File: config.mk
export PLATFORM = sky130hd
export DESIGN_NAME = seven_seg_scan_driver
export DESIGN_NICKNAME = d
export VERILOG_FILES = /design/src/rtl/seven_seg_scan_driver.sv
export SDC_FILE = /design/constraint.sdc
export NUM_CORES = 1
export LEC_CHECK = 0
export ABC_AREA = 1
export ABC_CLOCK_PERIOD_IN_PS = 4100
export CAP_MARGIN = 20
export CORE_AREA = 5 5 104 155
export DETAILED_ROUTE_END_ITERATION = 10
export DIE_AREA = 0 0 109 160
export GPL_TIMING_DRIVEN = 0
export SLEW_MARGIN = 10
export SYNTH_ARGS = -nofsm -noshare
export SYNTH_HDL_FRONTEND = slang
export SYNTH_SLANG_ARGS = --single-unit
export TNS_END_PERCENT = 5
File: constraint.sdc
create_clock -name clk -period 4.1 [get_ports clk]
set_clock_uncertainty 0.1 [all_clocks]
set_input_delay 0.82 -clock clk [delete_from_list [all_inputs] [get_ports clk]]
set_output_delay 0.82 -clock clk [all_outputs]
set_load 0.01 [all_outputs]
File: src/rtl/seven_seg_scan_driver.sv
// rtl/seven_seg_scan_driver.sv - time-multiplexed common-anode 7-segment scan driver
// Hex decode, per-digit dp, leading-zero blanking, guard time, frame-synchronous updates.
module seven_seg_scan_driver #(
   parameter int DIGITS      = 4,
   parameter int REFRESH_DIV = 50000,
   parameter int GUARD       = 2,
   parameter int HEX_EN      = 1
) (
   input  logic                  clk,
   input  logic                  rst,
   input  logic [4*DIGITS-1:0]   value,
   input  logic [DIGITS-1:0]     dp_in,
   input  logic                  blank_lz,
   input  logic                  load,
   output logic [7:0]            seg,
   output logic [DIGITS-1:0]     an,
   output logic                  frame_done
);
   localparam int CW = $clog2(REFRESH_DIV);
   localparam int IW = (DIGITS > 1) ? $clog2(DIGITS) : 1;

   logic [CW-1:0]         cnt;
   logic [IW-1:0]         idx;
   logic [4*DIGITS-1:0]   pend_val, shd_val;
   logic [DIGITS-1:0]     pend_dp, shd_dp;
   logic                  pend_lz, shd_lz, pend_v;
   logic                  slot_end, boundary, in_guard, zero_above;
   logic [DIGITS-1:0]     lz_blank;
   logic [3:0]            nib;
   logic [7:0]            seg_next;

   function automatic logic [6:0] glyph(input logic [3:0] n);
      case (n)
         4'h0: glyph = 7'b0000001;
         4'h1: glyph = 7'b1001111;
         4'h2: glyph = 7'b0010010;
         4'h3: glyph = 7'b0000110;
         4'h4: glyph = 7'b1001100;
         4'h5: glyph = 7'b0100100;
         4'h6: glyph = 7'b0100000;
         4'h7: glyph = 7'b0001111;
         4'h8: glyph = 7'b0000000;
         4'h9: glyph = 7'b0000100;
         4'hA: glyph = 7'b0001000;
         4'hB: glyph = 7'b1100000;
         4'hC: glyph = 7'b0110001;
         4'hD: glyph = 7'b1000010;
         4'hE: glyph = 7'b0110000;
         default: glyph = 7'b0111000;
      endcase
   endfunction

   assign slot_end = (cnt == CW'(REFRESH_DIV - 1));
   assign boundary = slot_end && (idx == IW'(DIGITS - 1));
   assign in_guard = ({1'b0, cnt} < (CW + 1)'(GUARD));

   // A digit is blanked when it and every digit above it are zero; digit 0 always shows.
   always_comb begin
      zero_above = 1'b1;
      lz_blank   = '0;
      for (int i = DIGITS - 1; i >= 1; i--) begin
         zero_above  = zero_above & (shd_val[4*i +: 4] == 4'h0);
         lz_blank[i] = shd_lz & zero_above;
      end
   end

   always_comb begin
      nib      = shd_val[4*idx +: 4];
      seg_next = {glyph(nib), ~shd_dp[idx]};
      if (lz_blank[idx] || (HEX_EN == 0 && nib > 4'd9))
         seg_next[7:1] = 7'h7F;
   end

   always_ff @(posedge clk) begin
      if (rst) begin
         cnt        <= '0;
         idx        <= '0;
         pend_val   <= '0;
         pend_dp    <= '0;
         pend_lz    <= 1'b0;
         pend_v     <= 1'b0;
         shd_val    <= '0;
         shd_dp     <= '0;
         shd_lz     <= 1'b0;
         an         <= '1;
         seg        <= 8'hFF;
         frame_done <= 1'b0;
      end else begin
         cnt <= slot_end ? '0 : cnt + 1'b1;
         if (slot_end)
            idx <= (idx == IW'(DIGITS - 1)) ? '0 : idx + 1'b1;
         if (load) begin
            pend_val <= value;
            pend_dp  <= dp_in;
            pend_lz  <= blank_lz;
            pend_v   <= 1'b1;
         end
         // Shadow only changes between frames so a frame never mixes old and new data.
         if (boundary) begin
            if (load) begin
               shd_val <= value;
               shd_dp  <= dp_in;
               shd_lz  <= blank_lz;
            end else if (pend_v) begin
               shd_val <= pend_val;
               shd_dp  <= pend_dp;
               shd_lz  <= pend_lz;
            end
            pend_v <= 1'b0;
         end
         frame_done <= boundary;
         if (in_guard) begin
            an  <= '1;
            seg <= 8'hFF;
         end else begin
            an  <= ~(DIGITS'(1) << idx);
            seg <= seg_next;
         end
      end
   end
endmodule

* Word level (Yosys, flattened, before mapping)
Memory sizes are Yosys's and may differ from the RTL's. A register that Yosys moved wholly into a read port is not among the register bits.
Cells that the tools add are included.
** Word-level totals
- Memories kept :: 1
- Memory bits (read-only) :: 112
- Output and inout port bits :: 13
- Flip-flop bits (word level) :: 67
- Input port bits :: 24
** Memory list
- (name not given) :: words 16, width 7, read ports 1, clocked after memory_dff 1, wr ports 0, RTL line 33 : case (n)
** Cells by class
- Mux-type cells :: 11
- Eq/ne operators :: 2
- Reduce and logical (&&, ||, !) cells :: 10
- Shift operators :: 2
- $add $sub $neg :: 2
- Bitwise operators :: 7
- Magnitude comparators :: 2
** Operators with widths (count)
- 2-to-1 mux 16 bit :: 2
- adder 16 x 1 -> 16 bit (second input constant) :: 1
- equality test 16 bit (second input constant) :: 1
- less-than comparator 16 x 2 -> 1 bit (second input constant) :: 1
- variable part select 16 x 5 -> 4 bit :: 1
- logical NOT 4 bit :: 3
- 2-to-1 mux 4 bit :: 2
- OR reduction 2 bit :: 3
- bitwise AND 1 bit :: 5
- binary-select mux 1 bit (select 2 bit) :: 2
- 2-to-1 mux 1 bit :: 4
- NOT 4 bit :: 1
- left shift 1 x 2 -> 4 bit (first input constant) :: 1
- less-than comparator 2 x 3 -> 1 bit (second input constant) :: 1
- OR reduction 3 bit :: 1
- adder 2 x 1 -> 2 bit (second input constant) :: 1
- equality test 2 bit (second input constant) :: 1
- 2-to-1 mux 2 bit :: 1
- AND reduction 2 bit :: 1
- nonzero test 2 bit :: 1
- logical AND 1 bit :: 1
- NOT 1 bit :: 1

* Logic depth before layout (Yosys ltp)
- Depth in word-level cells :: 7
- Gate-level depth with buffers :: 11
- Gate-level depth less buffers :: 10

* Worst setup path after synthesis
OpenSTA, ideal clock, no wires.
- Path kind :: input to register
- From :: in load
- To :: reg shd_val[8]
- Setup slack :: 2306 ps
- Data arrival time :: 1584 ps
- Buffers on the path :: 2
- Stages :: 7
- Data required time :: 3890 ps
- Path through :: buf_2 clkbuf_1 nand2_1 o21ai_0 nand4_1 nand2_1 nor2_1
** On the way
- Longest elaborated chain between the ends :: 2
- Elaborated cells on any way between the ends :: 3
** Ends and longest elaborated chain
- from (decl) :: RTL line 14 : input logic load,
- nonzero test 2 bit (no line)
- AND reduction 2 bit (no line)
- to (signal assigned) :: RTL line 101 : shd_val <= value;
- to (signal assigned) :: RTL line 105 : shd_val <= pend_val;
- to (decl) :: RTL line 24 : logic [4*DIGITS-1:0] pend_val, shd_val;
Parallel ways exist; a longest one is shown, timed or not.
A chain may end at the register's enable or synchronous reset.

* Final worst setup path
- From :: in rst
- To :: reg seg[3]
** On the way
- Longest elaborated chain between the ends :: 1
** Ends and longest elaborated chain
- from (decl) :: RTL line 10 : input logic rst,
- OR reduction 3 bit (no line)
- to (decl) :: RTL line 15 : output logic [7:0] seg,
No other way between the ends.

==> flow_metrics.tcl <==
set metrics [dict create \
    status "completed" \
    hold_slack_ns 0.348 \
    io_buffer_count 35 \
    fin_area_mm2 0.00460 \
    syn_inst 539 \
    worstPathRequired_ns 4.21 \
    synth.cell_area_mm2 0.00370 \
    post_cts_buffers 0 \
    globalRouteMet2Util 0.177 \
    clk_pin_slew_worst_paths_ns 0.06 \
    dieWidth_um 109 \
    p_int_mw 1.29 \
    fin_cells 786 \
    cp-start-kind "input pin" \
    setup_viol 0 \
    relSlewSlack 0.686 \
    yosysSeqAreaShare 0.401 \
    slew_viol_final 0 \
    fin_crit_ns 2.14 \
    fin_crit_sh 0.522 \
    busiest_layer "met2" \
    p_comb_frac 0.066 \
    coreArea_mm2 0.0145 \
    synth-edff-count 0 \
    finalHoldViolCount 0 \
    path_cells "clkdlybuf4s50_1 -> inv_1 -> nand2_1 -> nor2_2 -> nand3_1" \
    antenna_found_initial 0 \
    vias 3169 \
    power.share.clock 0.487 \
    max_cap_violations 0 \
    clock_sinks 74 \
    cp.arrival_ns 2.25 \
    slowest_stage "clkdlybuf4s50_1" \
    hold_buffers 0 \
    ir_worst_vdd_mv 0.213 \
    worst_setup_path_end_kind "flop" \
    fill_cells 1592 \
    cts_tree "built" \
    drt-total-wl_um 8190 \
    synthTopCellsByCount "nand2_1, inv_1, dfxtp_1, nor2_1, nand3_1" \
    grt_max_degree 15 \
    yosysMostFrequentCell "nand2_1" \
    setup_tns_ns 0 \
    dpl.hpwl_um 6380 \
    grtUsageTotal 0.100 \
    place_ws_ns 1.56 \
    synth.distinct_cells 31 \
    grt-ovfl-total 0 \
    dr.pass1.iters 4 \
    reg2reg_setup_slack_ns 2.11 \
    floorplan.initialDensity 0.254 \
    yosys_warnings 0 \
    place.gp.congestion 0.834 \
    p_per_area_mw_per_mm2 363 \
    p_total_mw 1.67 \
    multi_input_area_mm2 0.00173 \
    swShare 0.230 \
    vias_per_cell 4.03 \
    die_area_mm2 0.0174 \
    synth_top_cell_by_area "dfxtp_1" \
    clk_latency_ns 0.34 \
    nets 620 \
    fin_util 0.317 \
    numCtsBuffers 9 \
    p_sw_mw 0.385 \
    htreeDepth 3 \
    placed_area_mm2 0.00429 \
    seq_area_mm2 0.00148 \
    worst-setup-path-type "input pin to flop" \
    synthFlopType "dfxtp_1" \
    path_buf_inv 2 \
    worst_slew_pin_slew_ns 0.470 \
    antenna_left 0 \
    critical_path.max_fanout 7 \
    wire_per_inst_um 10.4 \
    first_iter_violations 68 \
    grt.met3_usage 0.0254 \
    clockRootBuffer "clkbuf_16" \
    worstSetupPathDepth 5 \
    ff2ff_path_depth 11 \
    cts_max_path_buffers 2 \
    synthToLayoutAreaGrowth_pct 24.5 \
    drc 0 \
    grt_pass1_wl_um 13900 \
    synthTopCellsByArea "dfxtp_1, nand2_1, inv_1, nor2_1, nand3_1" \
    die_height_um 160 \
    syn_nets 574 \
    antenna_cells 0 \
    syn-mean-instance-area_um2 6.86 \
    cts_resized 0 \
    r2r-start "idx[0]" \
    synth_seq_cells 74 \
    row_count 54 \
    max_freq_mhz 467 \
    dp.cells 770 \
    p_leak_nw 2.03 \
    holdPathStages 1 \
    grtUsageMet1 0.110 \
    timing.critical_path.from "rst" \
    ios 37 \
    cp_top_family "buffers and inverters" \
    hold_path_class "flop to flop" \
    drive_gt1_frac 0.122 \
    synth_top_cell_area_share 0.401 \
    grt_pass1_vias 3073 \
    cpPeakStageDelay_ns 0.58 \
    rsz0062_at_grt "no" \
    min_from "cnt[0]" \
    pwr-share-seq 0.448 \
    async_flop_share 0 \
    setup_slack_ns 1.96 \
]
## metal layers
metal / part of all wire / wire length (µm) / vias to the layer above
met5: 0 / 0 / -
met4: 0.015 / 125 / 0
met3: 0.039 / 316 / 6
met2: 0.52 / 4220 / 54
met1: 0.43 / 3520 / 1359
li1: - / - / 1750
## layout by cell type (no fill, tap or decap), types with 4 or more instances in the layout
cell | Yosys | final
nand2_1 | 121 | 121
inv_1 | 85 | 85
dfxtp_1 | 74 | 74
nor2_1 | 73 | 73
clkdlybuf4s50_1 | 0 | 35
nand3_1 | 32 | 32
o21ai_0 | 27 | 27
nand4_1 | 24 | 24
nand2_2 | 23 | 23
a21oi_1 | 11 | 11
ha_1 | 11 | 11
inv_2 | 10 | 10
clkbuf_16 | 0 | 9
clkbuf_1 | 8 | 8
xor2_1 | 6 | 6
buf_2 | 4 | 4
buf_6 | 4 | 4
nor2_2 | 4 | 4
## worst register-to-register path, delay by kind of cell (launching register included)
| kind | cells | cell delay [ns] |
|---|---|---|
| flops | 1 | 0.37 |
| compound gates | 1 | 0.10 |
| fa+ha+maj | 1 | 0.35 |
| simple gates | 6 | 0.49 |
| buf+inv | 3 | 0.48 |
## flip-flops by register name, summed over array words and instances, names as in the netlist
register and cells:
an 4, cnt 16, frame_done 1, idx 2
pend_dp 4, pend_lz 1, pend_v 1, pend_val 16
seg 8, shd_dp 4, shd_lz 1, shd_val 16
## power groups by stage
stage,registers [mW],clock network (mW),logic [mW]
floorplan,0.767,0,0.0564
global placement,0.764,0,0.112
detailed placement,0.765,0,0.113
CTS,0.749,0.842,0.113
global route,0.750,0.870,0.124
finish,0.749,0.814,0.110
## kinds of logic (layout without fill, tap and decap cells)
family	count (synthesis)	in the layout	synth area share
buffers and inverters	117	168	0.131
XOR/XNOR	6	6	0.0142
adder cells (fa/ha/maj)	11	11	0.0372
flip-flops	74	74	0.401
AND/OR/NAND/NOR	288	288	0.354
AO/OA/AOI/OAI	43	43	0.0626
## final cells by class
type,instances,share of cell area
Buffer,21,0.0264
Sequential cell,74,0.322
Clock buffer,10,0.0519
Clock inverter,6,0.0158
Inverter,96,0.0786
Timing Repair Buffer,35,0.0761
Tap cell,196,0.0533
Multi-Input combinational cell,348,0.376
## path summary, 6_finish.rpt
path	endpoint
min reg2reg	cnt[0]
max reg2reg	seg[4]
min	cnt[0]
max	seg[3]
Power figures use the tool's default switching activity.
==> edit 1: new RTL, same settings <==
Change the parameter `DIGITS` from 4 to 8.
--- a/src/rtl/seven_seg_scan_driver.sv
+++ b/src/rtl/seven_seg_scan_driver.sv
@@ -1,7 +1,7 @@
 // rtl/seven_seg_scan_driver.sv - time-multiplexed common-anode 7-segment scan driver
 // Hex decode, per-digit dp, leading-zero blanking, guard time, frame-synchronous updates.
 module seven_seg_scan_driver #(
-   parameter int DIGITS      = 4,
+   parameter int DIGITS      = 8,
    parameter int REFRESH_DIV = 50000,
    parameter int GUARD       = 2,
    parameter int HEX_EN      = 1
Ports: changed (resized an, dp_in and value); port bits go from 37 to 61. The function was not compared with the original's and may differ.
==> edit 1 against the original RTL <==
- maximum frequency fell by 6.9%
- combinational power rose by 57%
- worst setup slack got worse by 160 ps
- sequential cell count rose by 45
- register-to-register slack got worse by 310 ps
- cell area rose by 55%
- wire length rose by 69%
- area after synthesis rose by 54%
- power rose by 70%
- critical path depth rose by 2
- highest routed layer unchanged
==> edit 1: results (changes against the original RTL) <==
Layout
The number of diodes added for antenna fixing came to 0 (unchanged). The net total in the final layout came to 926 (was 620). The number of fillers in the final layout was 1,451 (was 1,592). Top Registers: pend_val (32), shd_val (32), cnt (16) (was cnt (16), pend_val (16), shd_val (16)). The share of post-route cells with drive strength above 1 is 7.14% (was 12.2%).

Worst setup path
The maximum cell stage delay along the critical path was 510 ps (was 580 ps). The critical path data arrival time is 2500 ps (was 2250 ps). The top fanout value on the critical path came to 10 (was 7).

The cell with the biggest individual delay on the critical path is sky130_fd_sc_hd__buf_1 (was sky130_fd_sc_hd__clkdlybuf4s50_1). The critical path's top delay family is buffers and inverters (unchanged).

Placement
The post-DP HPWL is 10,300 µm (was 6380 µm). The pre-CTS setup slack is 1620 ps (was 1560 ps). The routability-driven placement congestion ratio is 0.888 (was 0.834). The number of buffers inserted by port buffering came to 58 (was 35).

Clock tree
The maximum root-to-sink buffer count is 2 (unchanged). The clock slew seen by the registers of the worst setup and hold paths is ~50 ps. The clock latency of the later-clocked register in the worst-skew pair is 420 ps (was 340 ps). The clock buffer count from CTS came to 17 (was 9).

The number of levels in the clock H-tree came to 4 (was 3). The post-cts repair resize count is 0 (unchanged).

Global route
The first-pass GRT wire length is 23,100 µm (was 13,900 µm). The via count of the first global-routing pass is 4,962 (was 3,073). The largest net degree at the start of global routing is 17 (was 15). The total global-route track usage is 16.8% (was 10.0%).

Pwr
The largest vdd supply drop is 212 µV (was 213 µV). The static leakage is 0.00325 µW (was 0.00203 µW). The switching share of power is 22.1% (was 23.0%).

Yosys
Ranking of synthesized cells by area: sky130_fd_sc_hd__dfxtp_1, sky130_fd_sc_hd__nand2_1, sky130_fd_sc_hd__nor2_1, sky130_fd_sc_hd__mux2i_1, sky130_fd_sc_hd__inv_1 (was sky130_fd_sc_hd__dfxtp_1, sky130_fd_sc_hd__nand2_1, sky130_fd_sc_hd__inv_1, sky130_fd_sc_hd__nor2_1, sky130_fd_sc_hd__nand3_1). The count of distinct cell types in the synthesized netlist came to 34 (was 31). The net count after synthesis was 849 (was 574). The part of the Yosys area used for sequential elements came to 41.8% (was 40.1%).

The total of warnings raised by yosys was 0 (unchanged). Most common library cells after synthesis: sky130_fd_sc_hd__nand2_1, sky130_fd_sc_hd__dfxtp_1, sky130_fd_sc_hd__nor2_1 (was sky130_fd_sc_hd__nand2_1, sky130_fd_sc_hd__inv_1, sky130_fd_sc_hd__dfxtp_1). The share of flip-flops with an asynchronous set or reset was 0% (unchanged).

Detailed routing
The post-detailed-routing wire length is 13,800 µm (was 8190 µm). The ratio of routed vias to standard cells is 4.58 (was 4.03). The number of iterations in the first detailed-routing pass is 5 (was 4). The number of DRC markers after the initial detailed-route iteration came to 178 (was 68).

Outcome
Outcome: finished clean (unchanged).

Min path
The worst min-delay path class is reg -> reg (unchanged).

STA
The pin slew with the least headroom to its limit came to 624 ps (was 470 ps).
## edit 1: worst paths after layout
path / slack, ps / to / depth (start not counted) / startpoint
hold / removal: 350 / cnt[0] / 1 / cnt[0]
setup / recovery: 1800 / shd_val[10] / 7 / idx[1]
hold reg to reg: 350 / cnt[0] / 1 / cnt[0]
setup reg to reg: 1800 / shd_val[10] / 7 / idx[1]
## edit 1: cells by family (layout without fill, tap and decap cells)
kind of cell | after synthesis | in the layout | share of synthesized area (%)
DFF | 119 | 119 | 41.8
and+or+nand+nor | 437 | 437 | 33.3
muxes | 41 | 41 | 7.20
xor gates and xnor gates | 2 | 2 | 0.307
adders and majority gates | 13 | 13 | 2.85
buffers and inverters | 152 | 242 | 11.6
AOI/OAI and AO/OA | 28 | 28 | 2.96
## edit 1: stage by stage
stage | cell area (µm²) | utilization (%) | std cells
floorplan | 5700 | - | 792
global route | 7120 | 49.0 | 1078
global placement | 6520 | 44.9 | 1046
CTS | 7120 | 49.0 | 1078
detailed placement | 6520 | 44.9 | 1046
finish | 7120 | 49.0 | 1078
## edit 1: final cells by class
cell class	count	area, µm²	area share, %
buffer	42	246	3.46
clock buffer	21	470	6.61
clock inverter	11	124	1.74
inverter	110	413	5.80
multi-input combinational	521	2660	37.3
sequential	119	2380	33.5
tap	196	245	3.45
timing repair buffer	58	581	8.16
## edit 1: power by group through the flow
stage | logic, µW | clock network [µW] | registers [µW]
floorplan | 89.9 | 0 | 1230
global placement | 175 | 0 | 1220
detailed placement | 176 | 0 | 1220
CTS | 176 | 1500 | 1200
global route | 193 | 1540 | 1200
finish | 173 | 1470 | 1200
## edit 1: routing by layer
metal  part of all wire [%]  GRT usage [%]
met1                     42           19.1
met2                     53           30.2
met3                    3.1           3.51
met4                    2.3           5.97
met5                      0              0
==> edit 2: new RTL, same flow settings <==
Without the edit above. Register the output `an` once more, cleared by the reset; this adds one clock of latency there. The other outputs are not delayed to match.
--- a/src/rtl/seven_seg_scan_driver.sv
+++ b/src/rtl/seven_seg_scan_driver.sv
@@ -18,6 +18,8 @@
 );
    localparam int CW = $clog2(REFRESH_DIV);
    localparam int IW = (DIGITS > 1) ? $clog2(DIGITS) : 1;
+
+   logic [DIGITS-1:0] an_s0;
 
    logic [CW-1:0]         cnt;
    logic [IW-1:0]         idx;
@@ -82,7 +84,7 @@
          shd_val    <= '0;
          shd_dp     <= '0;
          shd_lz     <= 1'b0;
-         an         <= '1;
+         an_s0      <= '1;
          seg        <= 8'hFF;
          frame_done <= 1'b0;
       end else begin
@@ -110,13 +112,21 @@
          end
          frame_done <= boundary;
          if (in_guard) begin
-            an  <= '1;
+            an_s0 <= '1;
             seg <= 8'hFF;
          end else begin
-            an  <= ~(DIGITS'(1) << idx);
+            an_s0 <= ~(DIGITS'(1) << idx);
             seg <= seg_next;
          end
       end
    end
+   always_ff @(posedge clk) begin
+      if (rst) begin
+         an <= '0;
+      end else begin
+         an <= an_s0;
+      end
+   end
+
 endmodule
 
Check against the original RTL: not equivalent (Yosys sat finds a counterexample within 4 cycles, from zero or initial values and one cycle with rst high).
==> edit 2 against the original RTL <==
- area after synthesis increased by 1.4%
- sequential cell count up 4
- worst setup slack got worse by 18 ps
- register-to-register slack worse by 170 ps
- power is 4.5% higher
- cell area is 0.92% higher
- sequential power rose by 5.6%
- global-route usage increased by 0.34 points
- wire length rose by 2.5%
==> edit 2: results (changes against the original RTL) <==
Global route
The total global-route track usage is 10.3% (was 10.0%). The initial antenna violation count is 0 (unchanged). The first-pass GRT wire length is 14,200 µm (was 13,900 µm). The largest net degree at the start of global routing is 13 (was 15).

The via count of the first global-routing pass is 3,152 (was 3,073).

Detailed routing
The ratio of routed vias to standard cells was 4.03 (about the same). The highest signal layer in the routed design is met4 (unchanged). The number of iterations in the first detailed-routing pass is 4 (unchanged). The number of DRC markers after the initial detailed-route iteration is 106 (was 68). The post-detailed-routing wire length is 8400 µm (was 8190 µm). The routed length on met3 is 269 µm (was 316 µm). The wire length on met2 is 4440 µm (was 4220 µm).

The detailed-routing wirelength on met1 is 3360 µm (was 3520 µm).

Clock tree
The clock latency of the later-clocked register in the worst-skew pair is 340 ps (about the same). The clock slew seen by the registers of the worst setup and hold paths is 60 ps (about the same). The number of levels in the clock H-tree is 3 (unchanged). The cell at the root of the clock tree was sky130_fd_sc_hd__clkbuf_16 (unchanged). The number of post-CTS setup repair buffers is 0 (unchanged). The maximum root-to-sink buffer count is 2 (unchanged). The post-cts repair resize count is 0 (unchanged). The clock buffer count from CTS came to 9 (unchanged).

Layout
The post-route non-filler standard cell count is 797 (was 786). Top Registers: cnt (16), pend_val (16), shd_val (16) (unchanged). The number of diodes added for antenna fixing is 0 (unchanged). The net total in the final layout was 633 (was 620).

The share of post-route cells with drive strength above 1 is 7.99% (was 12.2%).

Yosys
The share of flip-flops with an asynchronous set or reset was 0% (unchanged). The part of the Yosys area used for sequential elements is 41.7% (was 40.1%). Ranking of synthesized cells by area: sky130_fd_sc_hd__dfxtp_1, sky130_fd_sc_hd__nand2_1, sky130_fd_sc_hd__inv_1, sky130_fd_sc_hd__nor2_1, sky130_fd_sc_hd__nand3_1 (unchanged).

The count of distinct cell types in the synthesized netlist was 29 (was 31). Most common library cells after synthesis: sky130_fd_sc_hd__nand2_1, sky130_fd_sc_hd__inv_1, sky130_fd_sc_hd__dfxtp_1, sky130_fd_sc_hd__nor2_1, sky130_fd_sc_hd__nand3_1 (was sky130_fd_sc_hd__nand2_1, sky130_fd_sc_hd__inv_1, sky130_fd_sc_hd__dfxtp_1). The total of warnings raised by yosys was 0 (unchanged).

The net count after synthesis was 588 (was 574). The synthesized area per cell was 6.78 µm² (was 6.86 µm²).

STA
The worst max-slew margin expressed relative to the limit is 67.0% (was 68.6%).

Pwr
The largest vdd supply drop is 148 µV (was 213 µV). The static leakage was 0.00207 µW (was 0.00203 µW).

Placement
The cell area after placement is 4330 µm² (was 4290 µm²). The routability-driven placement congestion ratio came to 0.846 (was 0.834). The pre-CTS setup slack is 1830 ps (was 1560 ps).

The number of buffers inserted by port buffering is 34 (was 35). The placed instance count is 783 (was 770). The post-DP HPWL was 6660 µm (was 6380 µm).

Worst setup path
The critical path data arrival time was 2340 ps (was 2250 ps). The top fanout value on the critical path is 10 (was 7).

Min path
The worst min-delay path class is reg -> reg (unchanged).

Outcome
Outcome: finished clean (unchanged).
==> edit 2: changes by cell type after synthesis, moves of 2 or more <==
cell / unedited run / this run
sky130_fd_sc_hd__inv_1: 85 / 98
sky130_fd_sc_hd__nand2_1: 121 / 133
sky130_fd_sc_hd__nand2_2: 23 / 12
sky130_fd_sc_hd__inv_2: 10 / 3
sky130_fd_sc_hd__nor2_1: 73 / 78
sky130_fd_sc_hd__dfxtp_1: 74 / 78
sky130_fd_sc_hd__o21ai_1: 2 / 4
==> edit 2: final cells by class <==
class	count	area [µm²]
Fill cell	1599	9880
Multi-Input combinational cell	352	1680
Sequential cell	78	1560
Inverter	101	379
Timing Repair Buffer	34	340
Tap cell	196	245
Clock buffer	10	239
Buffer	22	124
Clock inverter	4	72.6
==> edit 2: report_power, final <==
group          total [µW]  switching [µW]  internal (µW)
logic                 116            63.2           52.5
registers             791            6.77            784
clock network         842             301            541
total                1750             371           1380
==> edit 2: worst max-delay path, stage by stage (launching register included) <==
cell and delay [ps]:
sky130_fd_sc_hd__dfxtp_1 390, sky130_fd_sc_hd__buf_2 220, sky130_fd_sc_hd__buf_2 260, sky130_fd_sc_hd__nand2_1 120, sky130_fd_sc_hd__nand3_1 90, sky130_fd_sc_hd__nand2_1 150
sky130_fd_sc_hd__inv_1 130, sky130_fd_sc_hd__ha_1 200, sky130_fd_sc_hd__inv_1 70, sky130_fd_sc_hd__o21ai_0 200, sky130_fd_sc_hd__nand2_1 80, sky130_fd_sc_hd__nand3_1 80
==> edit 2: kinds of logic (layout without fill, tap and decap cells) <==
| kind of cell | Yosys count | count (layout) | share of synthesized area, % |
|---|---|---|---|
| adders and majority gates | 11 | 11 | 3.67 |
| xor gates and xnor gates | 6 | 6 | 1.40 |
| buffers and inverters | 123 | 171 | 13.4 |
| and+or+nand+nor | 291 | 291 | 33.8 |
| AOI/OAI and AO/OA | 44 | 44 | 6.01 |
| DFF | 78 | 78 | 41.7 |
==> edit 2: path summary, 6_finish.rpt <==
check           end  depth (start not counted)     start  slack, ps
min reg2reg   an[1]                          2  an_s0[1]        300
max reg2reg  seg[7]                         11    idx[0]       1940
min           an[1]                          2  an_s0[1]        300
max          seg[7]                         11    idx[0]       1940
==> edit 2: routing by layer <==
metal / up-vias / track usage, %
met3: 24 / 2.50
li1: 1780 / -
met4: 0 / 5.92
met5: - / 0
met2: 43 / 18.6
met1: 1361 / 10.6
==> edit 2: through the flow <==
| step | hold WS (ps) | util (%) |
|---|---|---|
| after floorplan | 288 | - |
| after global placement | 295 | 29.8 |
| after detailed placement | 294 | 29.8 |
| after CTS | 303 | 32.0 |
| after global routing | 326 | 32.0 |
| final | 300 | 32.0 |
